[config.mk]
export PLATFORM = sky130hd
export DESIGN_NAME = zero_run_transmitter_flat
export DESIGN_NICKNAME = d
export VERILOG_FILES = /design/src/rtl/zero_run_transmitter_pkg.sv /design/src/rtl/zero_run_transmitter_if.sv /design/src/rtl/zero_run_transmitter_run_down_counter.sv /design/src/rtl/zero_run_transmitter.sv /design/src/flat_wrapper.sv
export SDC_FILE = /design/constraint.sdc
export NUM_CORES = 1
export LEC_CHECK = 0
export ABC_AREA = 1
export ABC_CLOCK_PERIOD_IN_PS = 1860
export BUFFER_PORTS_ARGS = -buffer_cell sky130_fd_sc_hd__buf_2
export CAP_MARGIN = 15
export CELL_PAD_IN_SITES_DETAIL_PLACEMENT = 0
export CELL_PAD_IN_SITES_GLOBAL_PLACEMENT = 1
export CORE_UTILIZATION = 35
export CTS_BUF_LIST = sky130_fd_sc_hd__clkbuf_8
export DETAILED_ROUTE_END_ITERATION = 10
export PLACE_DENSITY = 0.8
export SLEW_MARGIN = 20
export SYNTH_ARGS = -nofsm -noshare
export SYNTH_HDL_FRONTEND = slang
export SYNTH_SLANG_ARGS = --single-unit
[constraint.sdc]
create_clock -name clock -period 1.86 [get_ports clock]
set_clock_uncertainty 0.15 [all_clocks]
set_input_delay 0.186 -clock clock [delete_from_list [all_inputs] [get_ports clock]]
set_output_delay 0.186 -clock clock [all_outputs]
set_load 0.005 [all_outputs]
[src/rtl/zero_run_transmitter_pkg.sv]
// Shared constants for the zero-run transmitter: state encoding and default sizes.
// The downstream zero detector and its benches use the same encoding.
package zero_run_transmitter_pkg;

  typedef logic [1:0] state_t;

  localparam state_t ST_IDLE = 2'd0;
  localparam state_t ST_ONES = 2'd1;
  localparam state_t ST_ZERO = 2'd2;
  localparam state_t ST_GAP  = 2'd3;

  localparam int CNT_W_DEF  = 4;
  localparam int GAP_DEF    = 2;
  localparam int FCNT_W_DEF = 8;

endpackage

[src/rtl/zero_run_transmitter_if.sv]
// Request/serial-output bundle of the zero-run transmitter.
// Handshake: a frame is accepted on a rising clock edge where start=1 and ready=1;
// start seen while ready=0 is dropped, never queued. run_len is sampled only at that edge.
interface zero_run_transmitter_if
  import zero_run_transmitter_pkg::*;
#(
    parameter int CNT_W  = CNT_W_DEF,
    parameter int FCNT_W = FCNT_W_DEF
);
    logic              start;
    logic [CNT_W-1:0]  run_len;
    logic              ready;
    logic              busy;
    logic              x_out;
    logic              done;
    logic [FCNT_W-1:0] frame_cnt;
    state_t            state;

    modport master (
        output start, run_len,
        input  ready, busy, x_out, done, frame_cnt, state
    );

    modport slave (
        input  start, run_len,
        output ready, busy, x_out, done, frame_cnt, state
    );
endinterface

[src/rtl/zero_run_transmitter_run_down_counter.sv]
// Loadable down-counter with a zero flag; used for both the run length and the gap.
module zero_run_transmitter_run_down_counter #(
    parameter int W = 4
) (
    input  logic         clock,
    input  logic         reset,
    input  logic         load_i,
    input  logic [W-1:0] load_val_i,
    input  logic         dec_i,
    output logic         zero_o
);
    logic [W-1:0] cnt_q;

    always_ff @(posedge clock or negedge reset) begin
        if (!reset) begin
            cnt_q <= '0;
        end else if (load_i) begin
            cnt_q <= load_val_i;
        end else if (dec_i) begin
            cnt_q <= cnt_q - W'(1);
        end
    end

    assign zero_o = (cnt_q == '0);
endmodule

[src/rtl/zero_run_transmitter.sv]
// Emits run_len ones, one terminating zero (flagged by done), then GAP idle zeros.
// All outputs are registered so the serial line never glitches.
module zero_run_transmitter
  import zero_run_transmitter_pkg::*;
#(
    parameter int CNT_W  = CNT_W_DEF,
    parameter int GAP    = GAP_DEF,
    parameter int FCNT_W = FCNT_W_DEF
) (
    input  logic                    clock,
    input  logic                    reset,
    zero_run_transmitter_if.slave   bus
);
    localparam int GAP_W = (GAP > 1) ? $clog2(GAP) : 1;
    localparam logic [GAP_W-1:0] GAP_LOAD = GAP_W'((GAP > 0) ? GAP - 1 : 0);

    state_t            state_q, state_d;
    logic              x_out_q, done_q;
    logic [FCNT_W-1:0] frame_cnt_q;
    logic              run_load, run_dec, run_zero;
    logic              gap_load, gap_dec, gap_zero;

    zero_run_transmitter_run_down_counter #(.W(CNT_W)) u_run_cnt (
        .clock      (clock),
        .reset      (reset),
        .load_i     (run_load),
        .load_val_i (bus.run_len - CNT_W'(1)),
        .dec_i      (run_dec),
        .zero_o     (run_zero)
    );

    zero_run_transmitter_run_down_counter #(.W(GAP_W)) u_gap_cnt (
        .clock      (clock),
        .reset      (reset),
        .load_i     (gap_load),
        .load_val_i (GAP_LOAD),
        .dec_i      (gap_dec),
        .zero_o     (gap_zero)
    );

    always_ff @(posedge clock or negedge reset) begin
        if (!reset) begin
            state_q <= ST_IDLE;
        end else begin
            state_q <= state_d;
        end
    end

    always_comb begin
        state_d  = state_q;
        run_load = 1'b0;
        run_dec  = 1'b0;
        gap_load = 1'b0;
        gap_dec  = 1'b0;
        case (state_q)
            ST_IDLE: begin
                if (bus.start) begin
                    // A zero-length request is a bare terminator frame.
                    if (bus.run_len != '0) begin
                        state_d  = ST_ONES;
                        run_load = 1'b1;
                    end else begin
                        state_d = ST_ZERO;
                    end
                end
            end
            ST_ONES: begin
                if (run_zero) state_d = ST_ZERO;
                else          run_dec = 1'b1;
            end
            ST_ZERO: begin
                if (GAP == 0) begin
                    state_d = ST_IDLE;
                end else begin
                    state_d  = ST_GAP;
                    gap_load = 1'b1;
                end
            end
            default: begin
                if (gap_zero) state_d = ST_IDLE;
                else          gap_dec = 1'b1;
            end
        endcase
    end

    // Outputs are registered from the next state so they line up with state_q.
    always_ff @(posedge clock or negedge reset) begin
        if (!reset) begin
            x_out_q     <= 1'b0;
            done_q      <= 1'b0;
            frame_cnt_q <= '0;
        end else begin
            x_out_q <= (state_d == ST_ONES);
            done_q  <= (state_d == ST_ZERO);
            if (state_q == ST_ZERO) begin
                frame_cnt_q <= frame_cnt_q + FCNT_W'(1);
            end
        end
    end

    assign bus.ready     = (state_q == ST_IDLE);
    assign bus.busy      = (state_q != ST_IDLE);
    assign bus.x_out     = x_out_q;
    assign bus.done      = done_q;
    assign bus.frame_cnt = frame_cnt_q;
    assign bus.state     = state_q;
endmodule

[src/flat_wrapper.sv]
// flat-port wrapper written by rule: the top's interface ports become plain ports
module zero_run_transmitter_flat import zero_run_transmitter_pkg::*;
#(
    parameter int CNT_W  = CNT_W_DEF,
    parameter int GAP    = GAP_DEF,
    parameter int FCNT_W = FCNT_W_DEF
)
  (clock, reset, bus_start, bus_run_len, bus_ready, bus_busy, bus_x_out, bus_done, bus_frame_cnt, bus_state);
  zero_run_transmitter_if #(.CNT_W(CNT_W), .FCNT_W(FCNT_W)) bus_i ();
  input  logic clock;
  input  logic reset;
  input wire logic [$bits(bus_i.start)-1:0] bus_start;
  input wire logic [$bits(bus_i.run_len)-1:0] bus_run_len;
  output wire logic [$bits(bus_i.ready)-1:0] bus_ready;
  output wire logic [$bits(bus_i.busy)-1:0] bus_busy;
  output wire logic [$bits(bus_i.x_out)-1:0] bus_x_out;
  output wire logic [$bits(bus_i.done)-1:0] bus_done;
  output wire logic [$bits(bus_i.frame_cnt)-1:0] bus_frame_cnt;
  output wire logic [$bits(bus_i.state)-1:0] bus_state;
  assign bus_i.start = bus_start;
  assign bus_i.run_len = bus_run_len;
  assign bus_ready = bus_i.ready;
  assign bus_busy = bus_i.busy;
  assign bus_x_out = bus_i.x_out;
  assign bus_done = bus_i.done;
  assign bus_frame_cnt = bus_i.frame_cnt;
  assign bus_state = bus_i.state;
  zero_run_transmitter #(.CNT_W(CNT_W), .GAP(GAP), .FCNT_W(FCNT_W)) u_core (.clock(clock), .reset(reset), .bus(bus_i));
endmodule
==> results by group <==
Worst setup path
  • WP data arrival: 1.70 ns
  • CP Class: reg -> reg
  • Worst Setup SP: u_core.bus.state[0]$_DFF_PN0_
  • Critical-path cell list: inv_2 -> nand2_2 -> nor2_4 -> nand2_4 -> nand2_1 -> nand2_2 -> ha_1 -> xor2_1 -> o21ai_1
  • CP max-delay cell: dfrtp_1
  • Worst Reg-to-Reg Cells: 9
  • Crit-path most repeated cell: nand2_2
  • Worst-path maximum fanout: 6
  • Worst Path Required: 1.88 ns
  • Endpoint type of the worst setup path: register
  • Worst R2R Setup Slack: 0.18 ns
  • Worst r2r src: u_core.bus.state[0]$_DFF_PN0_
  • R2r endpoint: u_core.u_run_cnt.cnt_q[2]$_DFFE_PN0P_
  • Max incr delay on CP: between 0.3 and 0.4 ns
  • Worst setup SP type: register

Floorplanning
  • I/O pins: 21
  • Die Y: 51.8 µm
  • Die X: 51.8 µm
  • Core area: 0.00228 mm²
  • Starting Density: 0.382
  • Full die area: 0.00268 mm²
  • Num rows: 17

Clocking
  • Clock latency on the worst-skew pair: 0.24 ns
  • Post-cts gate resize count: 0
  • Sink Count: 17
  • Longest Clk Path Bufs: 2
  • Clock Pin Slew Worst Setup and Hold Paths: 0.06 ns
  • H-tree depth: 1
  • # Post-CTS Setup Buffers: 0
  • CTS tree: yes
  • # hold bufs at CTS: 1
  • Num CTS Buffers: 3
  • Clock Tree Root: clkbuf_8

GRT
  • Gr usage total: 0.136
  • Vias in the first global route: 642
  • First-pass GRT wire length: 2.73 mm
  • Grt ovf: 0
  • Initial antenna violation count: 0
  • Largest net degree at the start of global routing: 18

STA
  • Clock period minus worst slack: 1.68 ns
  • Setup-failing EPs final: 0
  • Hold Slack: 0.131 ns
  • Max Freq: 595 MHz
  • Final setup margin: 0.179 ns
  • Fin crit share: 0.904
  • Slew @ Worst Pin: roughly 0.38 ns
  • Slew margin rel.: 0.746
  • Setup TNS Final: 0 ns
  • Fin. Hold Viols: 0
  • Pins Over Slew Limit: 0
  • RSZ-0062 raised after global routing: no

Synth
  • Number of synthesis warnings: 0
  • Sequential area share after synthesis: 0.490
  • Net Count, Synth: 103
  • Syn Std Cell Area: 868 µm²
  • Syn_area_per_cell: 9.24 µm²
  • Synthesized instance count: 94
  • Synth unique cells: 22
  • FF+latch count, synth: 17

Detailed routing
  • 1st-pass router iterations: 4
  • # DRC: 0
  • Drt wl/cell: 10.6 µm
  • Antenna viol nets, final: 0
  • Vias per inst: between 4 and 5
  • Via count: 685
  • DR iter-0 viols: 10
  • DRT Wirelength: 1.56 mm

Power
  • Pwr/cell area: between 1000 and 1500 mW/mm²
  • P_leak: between 0.5 and 0.6 nW
  • Peak supply drop: about 0.74 mV
  • Power Total: 1.59 mW

Min path
  • Hold EP: u_core.bus.done$_DFF_PN0_
  • Worst hold stages: 3
  • Hold_sp: bus_start
  • Tightest Hold Check Type: in -> reg

Status
  • Status: finished clean

Placed design
  • IO buf count: 20
  • Hpwl dp: 1.21 mm
  • Post-Place Setup Slack: about 0.18 ns
  • Gpl congestion: 0.836

Final layout
  • ANT cells: 0
  • Area Overhead vs Synth: 21.9%
  • Commonest non-fill, non-tap cell in the layout: nand2_1
  • Layout cell share with drive strength beyond 1: 0.294
  • Fin util: 0.465
  • # fillers: 242
  • Nets@finish: 129
  • Most frequent cells in the layout: 21 x nand2_1, 20 x buf_2, 17 x dfrtp_1

Job
  • MaxCap Viol Count: 0
area by class of cell:
| cell class | count | area [µm²] | area share |
|---|---|---|---|
| multi-input combinational | 65 | 398 | 0.376 |
| sequential | 17 | 425 | 0.402 |
| inverter | 12 | 45.0 | 0.0426 |
| tap | 28 | 35.0 | 0.0331 |
| timing repair buffer | 21 | 110 | 0.104 |
| clock inverter | 1 | 3.75 | 0.00355 |
| clock buffer | 3 | 41.3 | 0.0390 |
logic make-up (layout without fill, tap and decap cells):
kind of cell / Yosys count / count (layout) / synth area share
buf+inv: 12 / 37 / 0.0519
simple gates: 49 / 49 / 0.297
xor+xnor: 7 / 7 / 0.0706
fa+ha+maj: 2 / 2 / 0.0288
mux: 1 / 1 / 0.0130
flops: 17 / 17 / 0.490
compound gates: 6 / 6 / 0.0490
worst max-delay path, delay by kind of cell (launching register included):
kind / cells / cell delay, ns
compound gates: 1 / 0.12
fa+ha+maj: 1 / 0.20
simple gates: 5 / 0.46
xor+xnor: 1 / 0.16
flops: 1 / 0.39
buf+inv: 1 / 0.12
how the worst max path moves through the flow:
stage | cells after the start | slack (ns) | end
final | 9 | 0.18 | u_core.u_run_cnt.cnt_q[2]$_DFFE_PN0P_
after global routing | 8 | 0.05 | u_core.u_run_cnt.cnt_q[1]$_DFFE_PN0P_
after CTS | 9 | 0.17 | u_core.u_run_cnt.cnt_q[2]$_DFFE_PN0P_
after detailed placement | 9 | 0.18 | u_core.u_run_cnt.cnt_q[2]$_DFFE_PN0P_
after global placement | 7 | 0.26 | u_core.u_run_cnt.cnt_q[2]$_DFFE_PN0P_
after floorplan | 9 | 0.29 | u_core.u_run_cnt.cnt_q[2]$_DFFE_PN0P_
cell usage after synthesis (all sizes together):
cell,instances,share of area
a21oi,1,0.019
a31oi,1,0.0072
dfrtp,17,0.49
ha,2,0.029
inv,12,0.052
mux2,1,0.013
nand2,26,0.13
nand3,6,0.035
nand3b,2,0.017
nand4,3,0.022
nor2,8,0.043
nor3,3,0.023
nor4,1,0.024
o21ai,4,0.023
xnor2,3,0.030
xor2,4,0.040
sequential cells by signal, indices dropped and copies added, names as in the netlist:
signal,flops
u_core.bus.frame_cnt,8
u_core.bus.state,2
u_core.bus.x_out,1
u_core.u_run_cnt.cnt_q,4
u_core.bus.done,1
u_core.u_gap_cnt.cnt_q,1
per-stage QoR:
| step | instance area, µm² | std cells |
|---|---|---|
| 2_1_floorplan | 868 | 94 |
| 3_3_place_gp | 1000 | 142 |
| 3_5_place_dp | 1000 | 142 |
| 4_1_cts | 1060 | 147 |
| 5_1_grt | 1060 | 147 |
| 6_report | 1060 | 147 |
layer usage:
metal,part of all wire,track usage,routed length [µm]
met3,0.046,0.0175,72
met4,0,0.0405,0
met2,0.47,0.225,729
met1,0.49,0.185,762
met5,0,0,0
power by group:
group          internal (mW)  switching, mW
registers              0.510          0.104
clock network          0.146          0.112
logic                  0.283          0.433
Power figures use the tool's default switching activity.
